[config.mk]
export PLATFORM = sky130hd
export DESIGN_NAME = cube_move_sequencer
export DESIGN_NICKNAME = d
export VERILOG_FILES = /design/src/rtl/cube_pkg.sv /design/src/rtl/cube_solved_check.sv /design/src/rtl/cube_move_sequencer.sv
export SDC_FILE = /design/constraint.sdc
export NUM_CORES = 1
export LEC_CHECK = 0
export ABC_CLOCK_PERIOD_IN_PS = 7230
export BUFFER_PORTS_ARGS = -buffer_cell sky130_fd_sc_hd__buf_4
export CELL_PAD_IN_SITES_DETAIL_PLACEMENT = 0
export CELL_PAD_IN_SITES_GLOBAL_PLACEMENT = 1
export CORE_MARGIN = 1
export CORE_UTILIZATION = 45
export CTS_BUF_LIST = sky130_fd_sc_hd__clkbuf_4 sky130_fd_sc_hd__clkbuf_8
export DETAILED_ROUTE_END_ITERATION = 8
export PLACE_DENSITY = 0.89
export SLEW_MARGIN = 0
export SYNTH_ARGS = -nofsm -noshare
export SYNTH_HDL_FRONTEND = slang
export SYNTH_HIERARCHICAL = 1
export SYNTH_SLANG_ARGS = --single-unit
[constraint.sdc]
create_clock -name clk -period 7.23 [get_ports clk]
set_input_delay 0.723 -clock clk [delete_from_list [all_inputs] [get_ports clk]]
set_output_delay 0.723 -clock clk [all_outputs]
set_load 0.05 [all_outputs]
[src/rtl/cube_pkg.sv]
// cube_pkg: shared constants, rotation encodings, inverse helper and sequencer state type
package cube_pkg;
    localparam int NUM_FACES         = 6;
    localparam int STICKERS_PER_FACE = 9;
    localparam int CUBE_STICKERS     = 54;

    localparam logic [2:0] FACE_U   = 3'd0;
    localparam logic [2:0] FACE_R   = 3'd1;
    localparam logic [2:0] FACE_F   = 3'd2;
    localparam logic [2:0] FACE_D   = 3'd3;
    localparam logic [2:0] FACE_L   = 3'd4;
    localparam logic [2:0] FACE_B   = 3'd5;
    localparam logic [2:0] FACE_MAX = FACE_B;

    localparam logic [1:0] ROT_NONE = 2'd0;
    localparam logic [1:0] ROT_CW   = 2'd1;
    localparam logic [1:0] ROT_CCW  = 2'd2;
    localparam logic [1:0] ROT_DBL  = 2'd3;

    localparam logic [2:0] QT_NONE = 3'd0;
    localparam logic [2:0] QT_CW   = 3'd1;
    localparam logic [2:0] QT_DBL  = 3'd2;
    localparam logic [2:0] QT_CCW  = 3'd3;

    typedef enum logic [2:0] {
        ST_INIT,
        ST_READY,
        ST_APPLY,
        ST_SCRAMBLE,
        ST_VERIFY
    } state_t;

    function automatic logic [1:0] inv_rot(input logic [1:0] r);
        return (r == ROT_CW) ? ROT_CCW : (r == ROT_CCW) ? ROT_CW : r;
    endfunction

    function automatic logic [2:0] user_qt(input logic [1:0] r);
        return (r == ROT_CW) ? QT_CW : (r == ROT_CCW) ? QT_CCW : (r == ROT_DBL) ? QT_DBL : QT_NONE;
    endfunction

    // moveGenerator code: 0=CW, 1=CCW, 2=double, 3=CW
    function automatic logic [2:0] rand_qt(input logic [1:0] r);
        return (r == 2'd1) ? QT_CCW : (r == 2'd2) ? QT_DBL : QT_CW;
    endfunction
endpackage

[src/rtl/cube_solved_check.sv]
// cube_solved_check: flags a cube whose every sticker matches its face centre
module cube_solved_check
    import cube_pkg::*;
#(
    parameter int STICKER_W = 3
) (
    input  logic [CUBE_STICKERS*STICKER_W-1:0] cube,
    output logic                               solved
);
    // compare each sticker against the centre of its own face
    always_comb begin
        solved = 1'b1;
        for (int f = 0; f < NUM_FACES; f++)
            for (int s = 0; s < STICKERS_PER_FACE; s++)
                if (cube[(f*STICKERS_PER_FACE+s)*STICKER_W +: STICKER_W] !=
                    cube[(f*STICKERS_PER_FACE+4)*STICKER_W +: STICKER_W])
                    solved = 1'b0;
    end
endmodule

[src/rtl/cube_move_sequencer.sv]
// cube_move_sequencer: owns the cube state and sequences scramble, user and undo moves through cubeState
module cube_move_sequencer
    import cube_pkg::*;
#(
    parameter int STICKER_W    = 3,
    parameter int SCRAMBLE_LEN = 30,
    parameter int HIST_DEPTH   = 16,
    parameter int CNT_W        = 16
) (
    input  logic                               clk,
    input  logic                               rst_n,
    input  logic                               start_scramble,
    input  logic                               move_valid,
    input  logic [2:0]                         move_face,
    input  logic [1:0]                         move_rot,
    output logic                               move_ready,
    input  logic                               undo_req,
    input  logic [2:0]                         rand_face,
    input  logic [1:0]                         rand_rot,
    output logic [5:0]                         eng_face,
    output logic [2:0]                         eng_rot,
    input  logic [CUBE_STICKERS*STICKER_W-1:0] cube_next,
    output logic [CUBE_STICKERS*STICKER_W-1:0] cube_state,
    output logic                               solved,
    output logic                               busy,
    output logic                               err,
    output logic [CNT_W-1:0]                   move_count,
    output logic [$clog2(HIST_DEPTH):0]        hist_level
);
    localparam int VW = CUBE_STICKERS * STICKER_W;
    localparam int HW = $clog2(HIST_DEPTH);

    state_t         state, state_nx;
    logic           scr_flag;
    logic [7:0]     scr_cnt;
    logic [2:0]     lat_face;
    logic [1:0]     lat_rot;
    logic           lat_undo;
    logic [4:0]     hist [HIST_DEPTH];
    logic [HW-1:0]  top;
    logic [HW-1:0]  top_m1;
    logic [VW-1:0]  solved_cube;
    logic           chk_solved;
    logic           in_ready, take_scr, take_undo, undo_ok, accept, go_move, rand_ok, scr_done;

    assign in_ready   = (state == ST_READY);
    assign move_ready = in_ready & ~start_scramble & ~undo_req;
    assign busy       = ~in_ready;
    assign take_scr   = in_ready & start_scramble;
    assign take_undo  = in_ready & ~start_scramble & undo_req;
    assign undo_ok    = (hist_level != '0);
    assign accept     = move_valid & move_ready;
    assign go_move    = accept & (move_face <= FACE_MAX) & (move_rot != ROT_NONE);
    assign rand_ok    = (rand_face <= FACE_MAX);
    assign scr_done   = rand_ok & (scr_cnt == 8'(SCRAMBLE_LEN - 1));
    assign top_m1     = top - 1'b1;

    cube_solved_check #(.STICKER_W(STICKER_W)) u_chk (
        .cube  (cube_state),
        .solved(chk_solved)
    );

    // reference solved pattern: face f carries colour f on all nine stickers
    always_comb begin
        solved_cube = '0;
        for (int i = 0; i < CUBE_STICKERS; i++)
            solved_cube[i*STICKER_W +: STICKER_W] = STICKER_W'(i / STICKERS_PER_FACE);
    end

    // state register
    always_ff @(posedge clk or negedge rst_n)
        if (!rst_n) state <= ST_INIT;
        else        state <= state_nx;

    // next state and engine drive; the engine only sees a move in APPLY and SCRAMBLE
    always_comb begin
        state_nx = state;
        eng_face = '0;
        eng_rot  = '0;
        case (state)
            ST_INIT:     state_nx = scr_flag ? ST_SCRAMBLE : ST_VERIFY;
            ST_READY:    state_nx = take_scr ? ST_INIT :
                                    ((take_undo & undo_ok) | go_move) ? ST_APPLY : ST_READY;
            ST_APPLY: begin
                eng_face = {3'b000, lat_face};
                eng_rot  = user_qt(lat_rot);
                state_nx = ST_VERIFY;
            end
            ST_SCRAMBLE: begin
                eng_face = {3'b000, rand_face};
                eng_rot  = rand_qt(rand_rot);
                state_nx = scr_done ? ST_VERIFY : ST_SCRAMBLE;
            end
            ST_VERIFY:   state_nx = ST_READY;
            default:     state_nx = ST_INIT;
        endcase
    end

    // cube, bookkeeping and latched-move registers
    always_ff @(posedge clk or negedge rst_n)
        if (!rst_n) begin
            cube_state <= '0;
            solved     <= 1'b0;
            err        <= 1'b0;
            move_count <= '0;
            hist_level <= '0;
            top        <= '0;
            scr_flag   <= 1'b0;
            scr_cnt    <= '0;
            lat_face   <= '0;
            lat_rot    <= '0;
            lat_undo   <= 1'b0;
        end else begin
            err <= 1'b0;
            case (state)
                ST_INIT: begin
                    cube_state <= solved_cube;
                    move_count <= '0;
                    hist_level <= '0;
                    top        <= '0;
                    scr_cnt    <= '0;
                end
                ST_READY: begin
                    if (take_scr) scr_flag <= 1'b1;
                    else if (take_undo) begin
                        if (!undo_ok) err <= 1'b1;
                        else begin
                            lat_face   <= hist[top_m1][4:2];
                            lat_rot    <= inv_rot(hist[top_m1][1:0]);
                            lat_undo   <= 1'b1;
                            top        <= top_m1;
                            hist_level <= hist_level - 1'b1;
                        end
                    end else if (accept) begin
                        if (move_face > FACE_MAX) err <= 1'b1;
                        else begin
                            lat_face <= move_face;
                            lat_rot  <= move_rot;
                            lat_undo <= 1'b0;
                        end
                    end
                end
                ST_APPLY: begin
                    cube_state <= cube_next;
                    if (lat_undo) move_count <= (move_count == '0) ? move_count : move_count - 1'b1;
                    else begin
                        top        <= top + 1'b1;
                        hist_level <= (hist_level == (HW+1)'(HIST_DEPTH)) ? hist_level : hist_level + 1'b1;
                        move_count <= (&move_count) ? move_count : move_count + 1'b1;
                    end
                end
                ST_SCRAMBLE: if (rand_ok) begin
                    cube_state <= cube_next;
                    scr_cnt    <= scr_cnt + 1'b1;
                    if (scr_done) scr_flag <= 1'b0;
                end
                ST_VERIFY: solved <= chk_solved;
                default: ;
            endcase
        end

    // history ring: a push when full overwrites the oldest slot because top simply wraps
    always_ff @(posedge clk)
        if (state == ST_APPLY && !lat_undo) hist[top] <= {lat_face, lat_rot};
endmodule

==> results.cfg <==
[routing]
dr.pass1.iters = 5
drc_errors = 0
wirelength_mm = 44.66
drtIter0Drc = 863
wl_per_cell_um = 20.77
vias_per_cell = 5.559
ant_nets = 0
vias = 11952

[setup_path]
setup.worst_path.end = eng_rot[0]
critPathMaxFanout = 68
start_kind = flip-flop
reg2reg_depth = 5
crit_required_ns = 6.51
cpPeakStageDelay_ns = 0.67
regToRegStartpoint = state[0]
cp_slowest_cell = buf_4
crit_chain = inv_2, nand2_2, buf_4, a211oi_1, buf_4
critPathMostFrequentCell = buf_4
critPathArrivalTime_ns = 2.52
critPathLaunch = state[2]
cp-end-kind = output port
r2r-end = hist[0][0]
worstSetupPathType = flip-flop to output port
r2r_slack_ns = 3.99

[grt]
grt_pass1_wl_mm = 66.54
grt_pass1_vias = 11421
overflow = 0
grt_max_degree = 100
grt_usage_pct = 28.01
antenna_found_initial = 3

[timing]
hold_violations = 0
drv_slew = 0
setup_viol = 0
worst_pin_slew_ns = 1.218
period_needed_ns = 3.240
skew_ns = 0.02415
max_freq_ghz = 0.3087
slew_headroom_pct = 16.73
finalCritPeriodShare_pct = 44.81
rsz0062_at_grt = false
finalSetupTns_ns = 0

[power]
peakVddDrop_mv = 0.3028
total_power_mw = 8.884
power_leakage_nw = 8.285
p_per_area_mw_per_mm2 = 496.4

[cts]
clk_pin_slew_worst_paths_ns = 0.07
htree_levels = 2
cts_buffer_depth = 3
cts-root-buf = clkbuf_8
ctsHoldBuffers = 0
postCtsSetupRepairBufs = 0
cts_tree = done
clk_latency_ns = 0.57
cts.sinks = 287
post_cts_resized = 0
numCtsBuffers = 50

[synthesis]
synth_ff_type = dfrtp_1
yosys_warnings = 6
synth-xor-area-share_pct = 2.554
netlist_area_sq_mm = 0.01372
synth_compound_area_share_pct = 9.147
synthArstFlopShare_pct = 72.13
netlist_instances = 1365
synth_simple_gate_area_share_pct = 21.76
synthAdderAreaFrac_pct = 2.754
avgSynthCellArea_sq_um = 10.05
synthMuxAreaShare_pct = 5.581
synth_edf_count = 80
synth_top_family_by_area = simple AND/OR/NAND/NOR gates
ys_seq_elements = 287
synthDistinctLibCells = 63
yosysSeqAreaShare_pct = 55.27

[layout]
layout_common_cells = buf_4, nand2_1, dfrtp_1
area_delta_synth_final_pct = 30.46
fillers = 2563
drive_above_1_share_pct = 29.29
final_common_cell = buf_4
finalNetCount = 1923

[floorplan]
fp.dieW_um = 176.6
die_h_um = 176.6
core-area_sq_mm = 0.02980
die_area_sq_mm = 0.03119
initial_core_util_pct = 46.04
io_pins = 373
rows = 63

[placement]
gp_congestion = 0.8568
portBuffers = 368
dp_hpwl_mm = 31.89

[run]
maxCapViolCount = 0

[outcome]
status = completed

[hold_path]
min_path_type = input pin to async pin
## critical path, delay by kind of cell (launching register included)
kind,cells,cell delay (ns)
buffers and inverters,3,1.10
AND/OR/NAND/NOR,1,0.11
flip-flops,1,0.60
AO/OA/AOI/OAI,1,0.12
## registers in the layout (all words and copies together), names as in the netlist
| name | count |
|---|---|
| lat_rot | 2 |
| move_count | 16 |
| scr_flag | 1 |
| scr_cnt | 8 |
| err | 1 |
| lat_undo | 1 |
| cube_state | 162 |
| hist | 80 |
| hist_level | 5 |
| lat_face | 3 |
| top | 4 |
| solved | 1 |
| state | 3 |
## Yosys cell counts (11+ instances only)
master	instances	area (sq um)
nand2_1	251	942.2
dfrtp_1	207	5180
nor2_1	174	653.1
nand3_1	114	570.6
a21oi_1	94	470.5
edfxtp_1	80	2402
clkbuf_1	56	210.2
nor3_1	31	155.2
ha_1	27	337.8
mux4_2	25	563.0
xnor2_1	22	192.7
and3_1	21	131.4
nand4_1	21	131.4
o21ai_0	20	100.1
mux2i_1	18	180.2
xor2_1	18	157.7
or4_1	15	112.6
o22ai_1	14	87.58
inv_1	12	45.04
nor4_1	12	75.07
o31ai_1	12	90.09
a21o_1	11	82.58
## worst min path at each step
stage	to	slack, ns	start
2_1_floorplan	cube_state[0]	0.43	rst_n
3_3_place_gp	cube_state[15]	0.49	cube_state[15]
3_5_place_dp	cube_state[23]	0.50	cube_state[23]
4_1_cts	top[2]	0.12	rst_n
5_1_grt	top[1]	0.11	rst_n
6_report	top[2]	0.08	rst_n
## cell type report
cell class	instances	area [sq um]	area share, %
antenna	2	5.005	0.02796
clock buffer	83	1036	5.788
clock inverter	10	126.4	0.7060
inverter	14	52.55	0.2936
multi-input combinational	988	5778	32.28
sequential	287	7582	42.36
tap	390	488.0	2.726
timing repair buffer	376	2830	15.81
## routing by layer
layer	wire length (um)	GRT usage [%]
met1	18390	37.54
met2	20960	43.86
met3	3414	6.072
met4	1894	12.10
met5	0	0
## metrics by stage
step / hold slack, ns / util, % / worst slack [ns] / cells / instance area [sq um]
final: 0.07794 / 60.07 / 3.990 / 2150 / 17900
after global routing: 0.1082 / 60.07 / 3.819 / 2150 / 17900
after floorplan: 0.4274 / - / 4.314 / 1368 / 13730
after detailed placement: 0.4992 / 56.15 / 3.980 / 2055 / 16730
after CTS: 0.1161 / 60.05 / 3.954 / 2148 / 17890
after global placement: 0.4944 / 56.15 / 4.077 / 2055 / 16730
## kinds of logic after synthesis
kind of cell             count (synthesis)
AND/OR/NAND/NOR                        668
XOR/XNOR                                40
flip-flops                             287
AO/OA/AOI/OAI                          202
multiplexers                            45
other                                    1
buffers and inverters                   93
adder cells (fa/ha/maj)                 29
## report_power, final
group          internal, mW  switching, mW  leakage [nW]
Combinational          1.43           3.07          4.44
Clock                  1.01          0.669         0.616
Sequential             2.10          0.597          3.23
Power figures use the tool's default switching activity.
